==> config.mk <==
export PLATFORM = sky130hd
export DESIGN_NAME = frame_ram_writer
export DESIGN_NICKNAME = d
export VERILOG_FILES = /design/src/rtl/frame_ram_writer_pkg.sv /design/src/rtl/frame_ram_writer.sv
export SDC_FILE = /design/constraint.sdc
export NUM_CORES = 1
export LEC_CHECK = 0
export CAP_MARGIN = 10
export CORE_ASPECT_RATIO = 0.6
export CORE_MARGIN = 2
export CORE_UTILIZATION = 42
export CTS_CLUSTER_DIAMETER = 100
export DETAILED_ROUTE_END_ITERATION = 6
export HOLD_SLACK_MARGIN = 0.08
export PLACE_DENSITY_LB_ADDON = 0.3
export SETUP_SLACK_MARGIN = 0.5
export SLEW_MARGIN = 20
export SYNTH_ARGS = -nofsm -noshare
export SYNTH_HDL_FRONTEND = slang
export SYNTH_SLANG_ARGS = --single-unit
==> constraint.sdc <==
create_clock -name clk -period 2.6 [get_ports clk]
set_clock_uncertainty 0.05 [all_clocks]
set_input_delay 0.39 -clock clk [delete_from_list [all_inputs] [get_ports clk]]
set_output_delay 0.39 -clock clk [all_outputs]
set_load 0.05 [all_outputs]
==> src/rtl/frame_ram_writer_pkg.sv <==
// Shared definitions for the frame store write path: FSM encoding and default image geometry.
// The frame reader uses the same state names and geometry.
package frame_ram_writer_pkg;

   typedef enum logic [1:0] {
      ST_IDLE     = 2'd0,
      ST_WAIT_SOF = 2'd1,
      ST_WRITE    = 2'd2,
      ST_DONE     = 2'd3
   } state_t;

   localparam int IMG_WIDTH        = 256;
   localparam int IMG_HEIGHT       = 256;
   localparam int DEF_DATA_WIDTH   = 24;
   localparam int DEF_ADDR_WIDTH   = 16;
   localparam int DEF_FRAME_PIXELS = IMG_WIDTH * IMG_HEIGHT;

   // States in which the writer takes pixel beats from the stream.
   function automatic logic is_active(input state_t s);
      return (s == ST_WAIT_SOF) || (s == ST_WRITE);
   endfunction

endpackage

==> src/rtl/frame_ram_writer.sv <==
// Write side of the frame store: takes the filtered pixel stream and writes one frame
// sequentially into a single-port RAM at addresses 0..FRAME_PIXELS-1.
module frame_ram_writer
   import frame_ram_writer_pkg::*;
#(
   parameter int ADDR_WIDTH   = DEF_ADDR_WIDTH,
   parameter int DATA_WIDTH   = DEF_DATA_WIDTH,
   parameter int FRAME_PIXELS = DEF_FRAME_PIXELS
) (
   input  logic                  clk,
   input  logic                  tb_rst,
   input  logic                  start,
   input  logic                  abort,
   input  logic                  s_valid,
   output logic                  s_ready,
   input  logic                  s_sof,
   input  logic [DATA_WIDTH-1:0] s_data,
   output logic                  wr_en,
   output logic [ADDR_WIDTH-1:0] wr_addr,
   output logic [DATA_WIDTH-1:0] wr_data,
   output logic                  busy,
   output logic                  done,
   output logic                  sof_err,
   output logic [ADDR_WIDTH:0]   pix_cnt
);

   // Handshake: a beat transfers on a rising edge where s_valid & s_ready; s_ready is a
   // decode of the state register only and never looks at s_valid.

   localparam int                CNT_W    = ADDR_WIDTH + 1;
   localparam logic [CNT_W-1:0]  LAST_IDX = CNT_W'(FRAME_PIXELS - 1);

   state_t           state, state_nx;
   logic             accept;
   logic             wr_beat;
   logic             resync;
   logic             last_beat;
   logic [CNT_W-1:0] beat_idx;

   assign s_ready = is_active(state);
   assign busy    = is_active(state);
   assign done    = (state == ST_DONE);

   always_comb begin
      accept    = s_valid & s_ready & ~abort;
      wr_beat   = 1'b0;
      resync    = 1'b0;
      // An SOF beat always restarts the frame at address 0.
      beat_idx  = s_sof ? '0 : pix_cnt;
      if (accept) begin
         case (state)
            ST_WAIT_SOF: wr_beat = s_sof;
            ST_WRITE: begin
               wr_beat = 1'b1;
               resync  = s_sof && (pix_cnt != '0);
            end
            default: wr_beat = 1'b0;
         endcase
      end
      last_beat = wr_beat && (beat_idx == LAST_IDX);
   end

   always_comb begin
      state_nx = state;
      case (state)
         ST_IDLE:     if (start) state_nx = ST_WAIT_SOF;
         ST_WAIT_SOF: if (wr_beat) state_nx = last_beat ? ST_DONE : ST_WRITE;
         ST_WRITE:    if (last_beat) state_nx = ST_DONE;
         ST_DONE:     state_nx = ST_IDLE;
         default:     state_nx = ST_IDLE;
      endcase
      if (abort) state_nx = ST_IDLE;
   end

   always_ff @(posedge clk or posedge tb_rst) begin
      if (tb_rst) state <= ST_IDLE;
      else        state <= state_nx;
   end

   // Registered write port; pix_cnt is left alone on abort so it can be inspected afterwards.
   always_ff @(posedge clk or posedge tb_rst) begin
      if (tb_rst) begin
         wr_en   <= 1'b0;
         wr_addr <= '0;
         wr_data <= '0;
         pix_cnt <= '0;
         sof_err <= 1'b0;
      end else begin
         wr_en <= wr_beat;
         if (wr_beat) begin
            wr_addr <= beat_idx[ADDR_WIDTH-1:0];
            wr_data <= s_data;
            pix_cnt <= beat_idx + CNT_W'(1);
         end
         if (state == ST_IDLE && start && !abort) begin
            pix_cnt <= '0;
            sof_err <= 1'b0;
         end
         if (resync) sof_err <= 1'b1;
      end
   end

endmodule

==> results of run 1 <==
placed cells by master (no fill, tap or decap), drive strengths merged, types with 2 or more instances in the layout:
master | netlist | layout
and3 | 5 | 5
buf | 9 | 44
ha | 7 | 7
nand2b | 11 | 11
nand2 | 102 | 102
or3 | 2 | 2
a311oi | 3 | 3
o21ai | 22 | 22
dlygate4sd2 | 0 | 5
nand4 | 6 | 6
clkbuf | 12 | 9
o31ai | 2 | 2
nand4b | 3 | 3
dlymetal6s2s | 0 | 10
a21oi | 15 | 15
clkinv | 0 | 2
mux2i | 3 | 3
clkinvlp | 0 | 2
nor2 | 10 | 10
a211oi | 4 | 4
and3b | 3 | 3
clkdlybuf4s50 | 0 | 73
clkdlybuf4s15 | 0 | 3
and2 | 5 | 5
and4b | 2 | 2
nor2b | 5 | 5
bufinv | 0 | 2
and4 | 3 | 3
inv | 4 | 5
dfrtp | 61 | 61
nand3b | 8 | 8
nand3 | 4 | 4
nor4 | 4 | 4
mux2 | 2 | 2
state kept, by name (all words and copies together) (netlist names):
register,flops
pix_cnt,17
state,2
sof_err,1
wr_addr,16
wr_en,1
wr_data,24
layer usage:
layer  vias up  global-route usage, %  part of all wire (%)
met4         0                   4.07                  0.56
met3         9                   7.60                   9.0
met1      1406                   35.3                    46
li1       1382                      -                     -
met5         -                      0                     0
met2       147                   35.3                    44
final cells by class:
type	instances	area, um2	share of cell area (%)
inverters	4	15.0	0.321
flip-flops and latches	61	1530	32.6
repair buffers	135	1280	27.4
clock buffers	9	225	4.81
well taps	87	109	2.32
multi-input cells	243	1430	30.4
clock inverters	7	97.6	2.08
kinds of logic after synthesis:
kind of cell / count (synthesis) / synth area share, %
AND/OR/NAND/NOR: 176 / 29.1
AO/OA/AOI/OAI: 55 / 11.0
adder cells (fa/ha/maj): 7 / 2.93
flip-flops: 61 / 51.1
multiplexers: 5 / 1.76
buffers and inverters: 25 / 4.02
what timing repair did:
item	in CTS	in global routing
buffers inserted	5	5
hold buffers	0	0
pin swaps	5	4
endpoints found under the setup margin	53	45
gates resized for setup	20	18
cloned	0	0
metrics by stage:
stage,util [%],instance area [um2],hold WS [ps],power (uW)
global route,69.3,4680,423,4800
CTS,67.9,4590,397,4580
global placement,62.1,4200,403,3210
finish,69.3,4680,377,4600
floorplan,-,3040,406,2590
detailed placement,62.1,4200,412,3260
where the power goes:
| group | total, uW | internal [uW] | switching, uW |
|---|---|---|---|
| Combinational | 2020 | 707 | 1310 |
| Clock | 1290 | 841 | 454 |
| Sequential | 1290 | 1170 | 125 |
critical path: stages, from the launching register on:
cell	delay, ps
dfrtp_2	380
nor2b_4	160
ha_4	150
and3_4	170
and4_4	200
and3_4	200
ha_4	130
nand4b_1	140
a221oi_2	340
buf_4	170
a2bb2oi_1	60
nor2_1	90
worst paths after layout:
check                      startpoint          end  slack [ps]  depth (start not counted)
setup / recovery           pix_cnt[0]     state[0]         280                         11
hold / removal                 tb_rst   wr_addr[9]         380                          2
setup reg to reg           pix_cnt[0]     state[0]         280                         11
hold reg to reg            wr_addr[3]   wr_addr[3]         420                          2
max in group asynchronous      tb_rst  wr_addr[14]        1540                          3
min in group clk           wr_addr[3]   wr_addr[3]         420                          2
==> results.sh, run 1 <==
export IMPL_port_buffers=91
export IMPL_fmax_mhz=432
export IMPL_syn_cell_area_mm2=0.00299
export IMPL_synth_top_cell_by_area="dfrtp_1"
export IMPL_synth_top_area_share_pct=51.1
export IMPL_avgSynthCellArea_um2=9.07
export IMPL_cts_made_buffers=9
export IMPL_synth_seq_cells=61
export IMPL_cts_tree="done"
export IMPL_synth_distinct_cells=45
export IMPL_final_net_count=491
export IMPL_vias=2944
export IMPL_hp_class="in2async"
export IMPL_remaining_drc_errors=0
export IMPL_cts_buffer_depth=2
export IMPL_syn2layout_area_growth_pct=56.9
export IMPL_netlist_top_cells_area="dfrtp_1, nand2_1, o21ai_0, ha_1, a21oi_1"
export IMPL_maxSlewHeadroom_pct=60.9
export IMPL_period_share_pct=89.1
export IMPL_die_height_um=69.3
export IMPL_htreeDepth=3
export IMPL_postRouteAntennaNets=0
export IMPL_tightest_slew_ps=584
export IMPL_fin_setup_tns_ps=0
export IMPL_cts_root_buf="clkbuf_16"
export IMPL_clock_latency_ps=330
export IMPL_grt_antenna_before_repair=0
export IMPL_maxCapViolations=0
export IMPL_grt_overflow_total=0
export IMPL_post_dp_hpwl_mm=6.33
export IMPL_dpl_worst_slack_ps=-345
export IMPL_grt_start_max_net_pins=33
export IMPL_finalHoldViolCount=0
export IMPL_rsz0062_at_grt="true"
export IMPL_stdcell_count=546
export IMPL_p_leak_uw=0.00232
export IMPL_cp_data_arrival_time_ps=2520
export IMPL_drive_gt1_share_pct=18.3
export IMPL_endpoint_kind="flip-flop"
export IMPL_core_mm2=0.00676
export IMPL_dr_pass1_iters=5
export IMPL_setup_viol=0
export IMPL_syn_instance_count=329
export IMPL_row_count=23
export IMPL_path_clk_slew_ps=60
export IMPL_powerDensity_mw_per_mm2=983
export IMPL_path_max_fanout=2
export IMPL_die_w_um=113
export IMPL_slew_violations=0
export IMPL_ir_drop_v=0.000683
export IMPL_crit_type="reg2reg"
export IMPL_num_io_pins=92
export IMPL_synth_edf_count=0
export IMPL_via_per_inst=5.39
export IMPL_drtIter0Drc=285
export IMPL_layout_setup_ws_ps=284
export IMPL_cp_required_ps=2810
export IMPL_track_usage_pct=24.0
export IMPL_syn_num_nets=366
export IMPL_period_needed_ps=2320
export IMPL_ys_seq_area_share_pct=51.1
export IMPL_wirelength_mm=9.04
export IMPL_grt_pass1_vias=2816
export IMPL_cts_sinks=61
export IMPL_post_place_cells=520
export IMPL_synth_async_reset_ratio_pct=100
export IMPL_initial_core_util_pct=44.1
export IMPL_gp_congestion=0.928
export IMPL_synthFlopType="dfrtp_1"
export IMPL_cp_start_kind="flip-flop"
export IMPL_dieArea_mm2=0.00782
export IMPL_yosysMostFrequentCell="nand2_1"
export IMPL_outcome="complete, no violations"
export IMPL_grt_pass1_wl_mm=14.9
export IMPL_netlist_top_cells_count="nand2_1, dfrtp_1, o21ai_0"
export IMPL_fillers=524
export IMPL_wl_per_cell_um=16.5
export IMPL_diodes=0
export IMPL_synth_warnings=0
Note: power is estimated with default switching activity, not from simulation.
==> run 2, diff against run 1 <==
--- a/config.mk
+++ b/config.mk
@@ -6,9 +6,11 @@
 export NUM_CORES = 1
 export LEC_CHECK = 0
 export CAP_MARGIN = 10
+export CELL_PAD_IN_SITES_DETAIL_PLACEMENT = 1
+export CELL_PAD_IN_SITES_GLOBAL_PLACEMENT = 2
 export CORE_ASPECT_RATIO = 0.6
 export CORE_MARGIN = 2
-export CORE_UTILIZATION = 42
+export CORE_UTILIZATION = 25
 export CTS_CLUSTER_DIAMETER = 100
 export DETAILED_ROUTE_END_ITERATION = 6
 export HOLD_SLACK_MARGIN = 0.08
@@ -18,3 +20,4 @@
 export SYNTH_ARGS = -nofsm -noshare
 export SYNTH_HDL_FRONTEND = slang
 export SYNTH_SLANG_ARGS = --single-unit
+export TNS_END_PERCENT = 30
==> results.sh, run 2 (synthesized netlist as in run 1, its figures left out) <==
export IMPL_worstReg2RegEnd="state[1]"
export IMPL_final_area_mm2=0.00475
export IMPL_maxSlewHeadroom_pct=58.1
export IMPL_vias=2819
export IMPL_period_share_pct=88.8
export IMPL_final_net_count=486
export IMPL_fin_setup_tns_ps=0
export IMPL_die_w_um=145
export IMPL_via_per_inst=4.59
export IMPL_drive_gt1_share_pct=17.6
export IMPL_grt_busiest_layer="met2"
export IMPL_grt_pass1_wl_mm=15.9
export IMPL_dieArea_mm2=0.0129
export IMPL_slew_violations=0
export IMPL_cts_buffer_depth=2
export IMPL_crit_type="reg2reg"
export IMPL_cts_root_buf="clkbuf_16"
export IMPL_clock_latency_ps=320
export IMPL_final_common_cell="nand2_1"
export IMPL_p_leak_uw=0.00212
export IMPL_drtIter0Drc=109
export IMPL_row_count=30
export IMPL_grt_overflow_total=0
export IMPL_wl_per_cell_um=16.5
export IMPL_dr_pass1_iters=4
export IMPL_post_dp_hpwl_mm=7.14
export IMPL_core_mm2=0.0115
export IMPL_ir_drop_v=0.000370
export IMPL_period_needed_ps=2310
export IMPL_tightest_slew_ps=627
export IMPL_num_io_pins=92
export IMPL_cts_hold_fix_buffers=0
export IMPL_cts_made_buffers=9
export IMPL_path_clk_slew_ps=60
export IMPL_htreeDepth=3
export IMPL_die_height_um=88.6
export IMPL_endpoint_kind="flip-flop"
export IMPL_path_max_fanout=2
export IMPL_hold_ws_ps=421
export IMPL_largest_register_ffs=24
export IMPL_grt_start_max_net_pins=34
export IMPL_grt_pass1_vias=2922
export IMPL_maxCapViolations=0
export IMPL_cp_start_kind="flip-flop"
export IMPL_wirelength_mm=10.1
export IMPL_initial_core_util_pct=26.0
export IMPL_reg_top3="wr_data: 24 flops, pix_cnt: 17 flops, wr_addr: 16 flops"
export IMPL_cts_tree="done"
export IMPL_track_usage_pct=15.8
export IMPL_reg2reg_from="pix_cnt[1]"
export IMPL_post_place_cells=589
export IMPL_setup_viol=0
export IMPL_met1_usage_pct=22.8
export IMPL_cp_required_ps=2760
export IMPL_outcome="complete, no violations"
export IMPL_regMostFlops="wr_data"
export IMPL_final_cell_mix="nand2_1, clkdlybuf4s50_1, dfrtp_1"
export IMPL_grt_antenna_before_repair=0
export IMPL_use_met2_pct=23.8
export IMPL_stdcell_count=614
export IMPL_port_buffers=91
export IMPL_cts_sinks=61
export IMPL_gp_congestion=0.796
export IMPL_remaining_drc_errors=0
export IMPL_cp_data_arrival_time_ps=2470
export IMPL_hp_class="in2async"
export IMPL_reg2reg_slack_ps=290
export IMPL_finalHoldViolCount=0
export IMPL_grt_util_met3_pct=4.64
export IMPL_powerDensity_mw_per_mm2=970
export IMPL_fmax_mhz=433
export IMPL_rsz0062_at_grt="true"
export IMPL_post_dp_cell_area_mm2=0.00427
export IMPL_diodes=0
export IMPL_syn2layout_area_growth_pct=59.0
export IMPL_reg2reg_depth=10
export IMPL_postRouteAntennaNets=0
run 2: cell count changes in the layout (fill, tap and decap cells not counted), sizes merged:
cell and change:
clkbuf +1, clkinvlp -1, dlygate4sd2 -5, inv -1, clkinv +1, dlymetal6s2s -9, clkdlybuf4s50 +14, buf -5
run 2: cell type report:
| type | instances | area, um2 |
|---|---|---|
| fillers | 1322 | 6740 |
| multi-input cells | 243 | 1430 |
| repair buffers | 130 | 1250 |
| clock buffers | 10 | 239 |
| inverters | 4 | 15.0 |
| clock inverters | 6 | 86.3 |
| well taps | 160 | 200 |
| flip-flops and latches | 61 | 1530 |
run 2: repair_timing:
action	4_1_cts	5_1_grt
resized for setup	18	13
pin swaps	1	6
buffers inserted	3	5
endpoints found under the setup margin	68	67
gates cloned	0	1
run 2: metal layers:
metal	vias up	wire, um
li1	1368	-
met3	7	521
met4	0	50
met1	1377	5350
met5	-	0
met2	67	4210
run 2: worst max-delay path by stage:
stage | start | to | slack, ps | depth (start not counted)
CTS | pix_cnt[0] | state[1] | 350 | 10
global placement | s_sof | state[1] | -240 | 11
global route | pix_cnt[1] | state[0] | 190 | 11
floorplan | s_sof | state[1] | 30 | 13
detailed placement | s_sof | state[1] | -320 | 10
finish | pix_cnt[1] | state[1] | 290 | 10
run 2: critical path, stage by stage, from the launching register on:
cell      delay, ps
dfrtp_2         370
nor2b_4         170
ha_4            140
and3_4          180
and4_4          200
and3_4          190
ha_4            130
nand4b_1        140
a221oi_2        350
mux2i_1         220
nor2_1           50
run 2: stage by stage:
stage | total power (uW) | setup WS [ps] | utilization [%]
3_3_place_gp | 3250 | -244 | 37.2
5_1_grt | 4840 | 194 | 41.3
3_5_place_dp | 3280 | -321 | 37.2
4_1_cts | 4620 | 352 | 40.7
6_report | 4610 | 290 | 41.3
2_1_floorplan | 2590 | 33.7 | -
run 2: report_power, final:
group          switching [uW]  leakage (uW)  internal [uW]
clock                     434      0.000158            863
combinational            1310       0.00113            701
sequential                133      0.000829           1170
total                    1880       0.00212           2730
==> run 3, diff against run 2 <==
--- a/config.mk
+++ b/config.mk
@@ -15,6 +15,7 @@
 export DETAILED_ROUTE_END_ITERATION = 6
 export HOLD_SLACK_MARGIN = 0.08
 export PLACE_DENSITY_LB_ADDON = 0.3
+export REMOVE_ABC_BUFFERS = 1
 export SETUP_SLACK_MARGIN = 0.5
 export SLEW_MARGIN = 20
 export SYNTH_ARGS = -nofsm -noshare
==> results.sh, run 3 (synthesized netlist as in run 1, its figures left out) <==
export IMPL_outcome="complete, no violations"
export IMPL_fillers=1333
export IMPL_period_share_pct=90.8
export IMPL_fmax_mhz=424
export IMPL_cts_hold_fix_buffers=0
export IMPL_cp_required_ps=2760
export IMPL_die_w_um=145
export IMPL_cts_buffer_depth=2
export IMPL_final_common_cell="nand2_1"
export IMPL_maxCapViolations=0
export IMPL_period_needed_ps=2360
export IMPL_cts_tree="done"
export IMPL_critPathMaxStageDelay_ps=350
export IMPL_cp_data_arrival_time_ps=2520
export IMPL_layout_setup_ws_ps=240
export IMPL_crit_family="simple AND/OR/NAND/NOR gates"
export IMPL_hp_class="in2async"
export IMPL_final_util_pct=40.6
export IMPL_powerDensity_mw_per_mm2=941
export IMPL_crit_path_frequent_cell="ha_2"
export IMPL_initial_core_util_pct=26.0
export IMPL_final_area_mm2=0.00467
export IMPL_syn2layout_area_growth_pct=56.3
export IMPL_cpMaxStageDelayCell="dfrtp_1"
export IMPL_setup_viol=0
export IMPL_dieArea_mm2=0.0129
export IMPL_track_usage_pct=15.9
export IMPL_rsz0062_at_grt="true"
export IMPL_p_switching_uw=1850
export IMPL_crit_type="reg2reg"
export IMPL_path_cells="nor2b_4, ha_2, and3_4, and4_1, and3_1, ha_2, nand4b_1, a221oi_2, mux2i_1, nor2_1"
export IMPL_stdcell_count=620
export IMPL_drtIter0Drc=151
export IMPL_grt_pass1_vias=2993
export IMPL_cts_root_buf="clkbuf_16"
export IMPL_post_dp_cell_area_mm2=0.00428
export IMPL_grt_overflow_total=0
export IMPL_finalHoldViolCount=0
export IMPL_multi_input_area_mm2=0.00141
export IMPL_cts_made_buffers=9
export IMPL_path_clk_slew_ps=50
export IMPL_clock_latency_ps=330
export IMPL_ir_drop_v=0.000365
export IMPL_pwr_share_seq_pct=29.5
export IMPL_grt_start_max_net_pins=62
export IMPL_num_io_pins=92
export IMPL_dr_pass1_iters=4
export IMPL_wirelength_mm=9.93
export IMPL_cp_start_kind="flip-flop"
export IMPL_cts_sinks=61
export IMPL_core_mm2=0.0115
export IMPL_htreeDepth=3
export IMPL_p_leak_uw=0.00213
export IMPL_port_buffers=91
export IMPL_path_max_fanout=2
export IMPL_row_count=30
export IMPL_dpl_worst_slack_ps=-456
export IMPL_post_place_cells=595
export IMPL_post_dp_hpwl_mm=7.09
export IMPL_postRouteAntennaNets=0
export IMPL_remaining_drc_errors=0
export IMPL_grt_pass1_wl_mm=16.0
export IMPL_regMostFlops="wr_data"
export IMPL_p_comb_share_pct=46.4
export IMPL_switching_share_pct=42.2
export IMPL_diodes=0
export IMPL_maxSlewHeadroom_pct=64.5
export IMPL_clock_power_share_pct=24.1
export IMPL_grt_antenna_before_repair=0
export IMPL_endpoint_kind="flip-flop"
export IMPL_p_int_uw=2540
export IMPL_ff_latch_area_mm2=0.00153
export IMPL_reg_top3="wr_data: 24 flops, pix_cnt: 17 flops, wr_addr: 16 flops"
export IMPL_wl_per_cell_um=16.0
export IMPL_final_cell_mix="nand2_1, clkdlybuf4s50_1, dfrtp_1"
export IMPL_vias=2816
export IMPL_slew_violations=0
export IMPL_gp_congestion=0.814
export IMPL_die_height_um=88.6
export IMPL_tightest_slew_ps=532
export IMPL_final_net_count=493
export IMPL_path_buf_inv=0
export IMPL_drive_gt1_share_pct=17.2
export IMPL_via_per_inst=4.54
export IMPL_largest_register_ffs=24
run 3: cell types whose count changed in the layout (fill, tap and decap cells not counted), moves of 3 or more:
cell | before | now
buf_4 | 32 | 44
clkbuf_1 | 0 | 3
clkbuf_2 | 0 | 3
clkdlybuf4s15_2 | 3 | 0
run 3: power groups by stage:
stage / clock network (uW) / logic, uW / registers [uW]
final: 1060 / 2040 / 1290
after CTS: 1100 / 2040 / 1300
after global placement: 0 / 1930 / 1300
after global routing: 1140 / 2160 / 1330
after floorplan: 0 / 503 / 2020
after detailed placement: 0 / 1950 / 1310
run 3: metal layers:
layer	vias to the layer above	global-route usage, %	part of all wire (%)
li1	1374	-	-
met1	1358	22.4	52
met5	-	0	0
met3	8	5.52	6.3
met4	0	3.92	0.73
met2	76	23.7	41
run 3: final timing paths:
| path | start | to | slack, ps | cells past startpoint |
|---|---|---|---|---|
| hold / removal | tb_rst | wr_data[12] | 400 | 3 |
| hold reg to reg | wr_data[20] | wr_data[20] | 420 | 2 |
| setup / recovery | pix_cnt[1] | state[1] | 240 | 10 |
| setup reg to reg | pix_cnt[1] | state[1] | 240 | 10 |
| min in group clk | wr_data[20] | wr_data[20] | 420 | 2 |
| max in group asynchronous | tb_rst | pix_cnt[5] | 1830 | 3 |
run 3: what timing repair did:
| action | 4_1_cts | 5_1_grt |
|---|---|---|
| buffers inserted | 6 | 4 |
| endpoints found under the setup margin | 35 | 21 |
| gates resized for setup | 20 | 8 |
| pin swaps | 4 | 2 |
run 3: per-stage QoR:
| step | power (uW) | hold WS, ps | setup TNS, ps |
|---|---|---|---|
| final | 4390 | 403 | 0 |
| after global routing | 4630 | 449 | 0 |
| after CTS | 4430 | 412 | 0 |
| after detailed placement | 3260 | 413 | -888 |
| after global placement | 3230 | 402 | -577 |
| after floorplan | 2520 | 406 | -35600 |
run 3: area by class of cell:
type	instances	share of cell area [%]
Clock buffer	13	5.36
Clock inverter	2	0.214
Inverter	4	0.322
Multi-Input combinational cell	243	30.2
Sequential cell	61	32.7
Tap cell	160	4.29
Timing Repair Buffer	137	26.9
run 3: worst register-to-register path, delay by kind of cell, from the launching register on:
| kind | cells | cell delay (ps) |
|---|---|---|
| and+or+nand+nor | 6 | 880 |
| adders and majority gates | 2 | 370 |
| AOI/OAI and AO/OA | 1 | 350 |
| DFF | 1 | 350 |
| muxes | 1 | 230 |
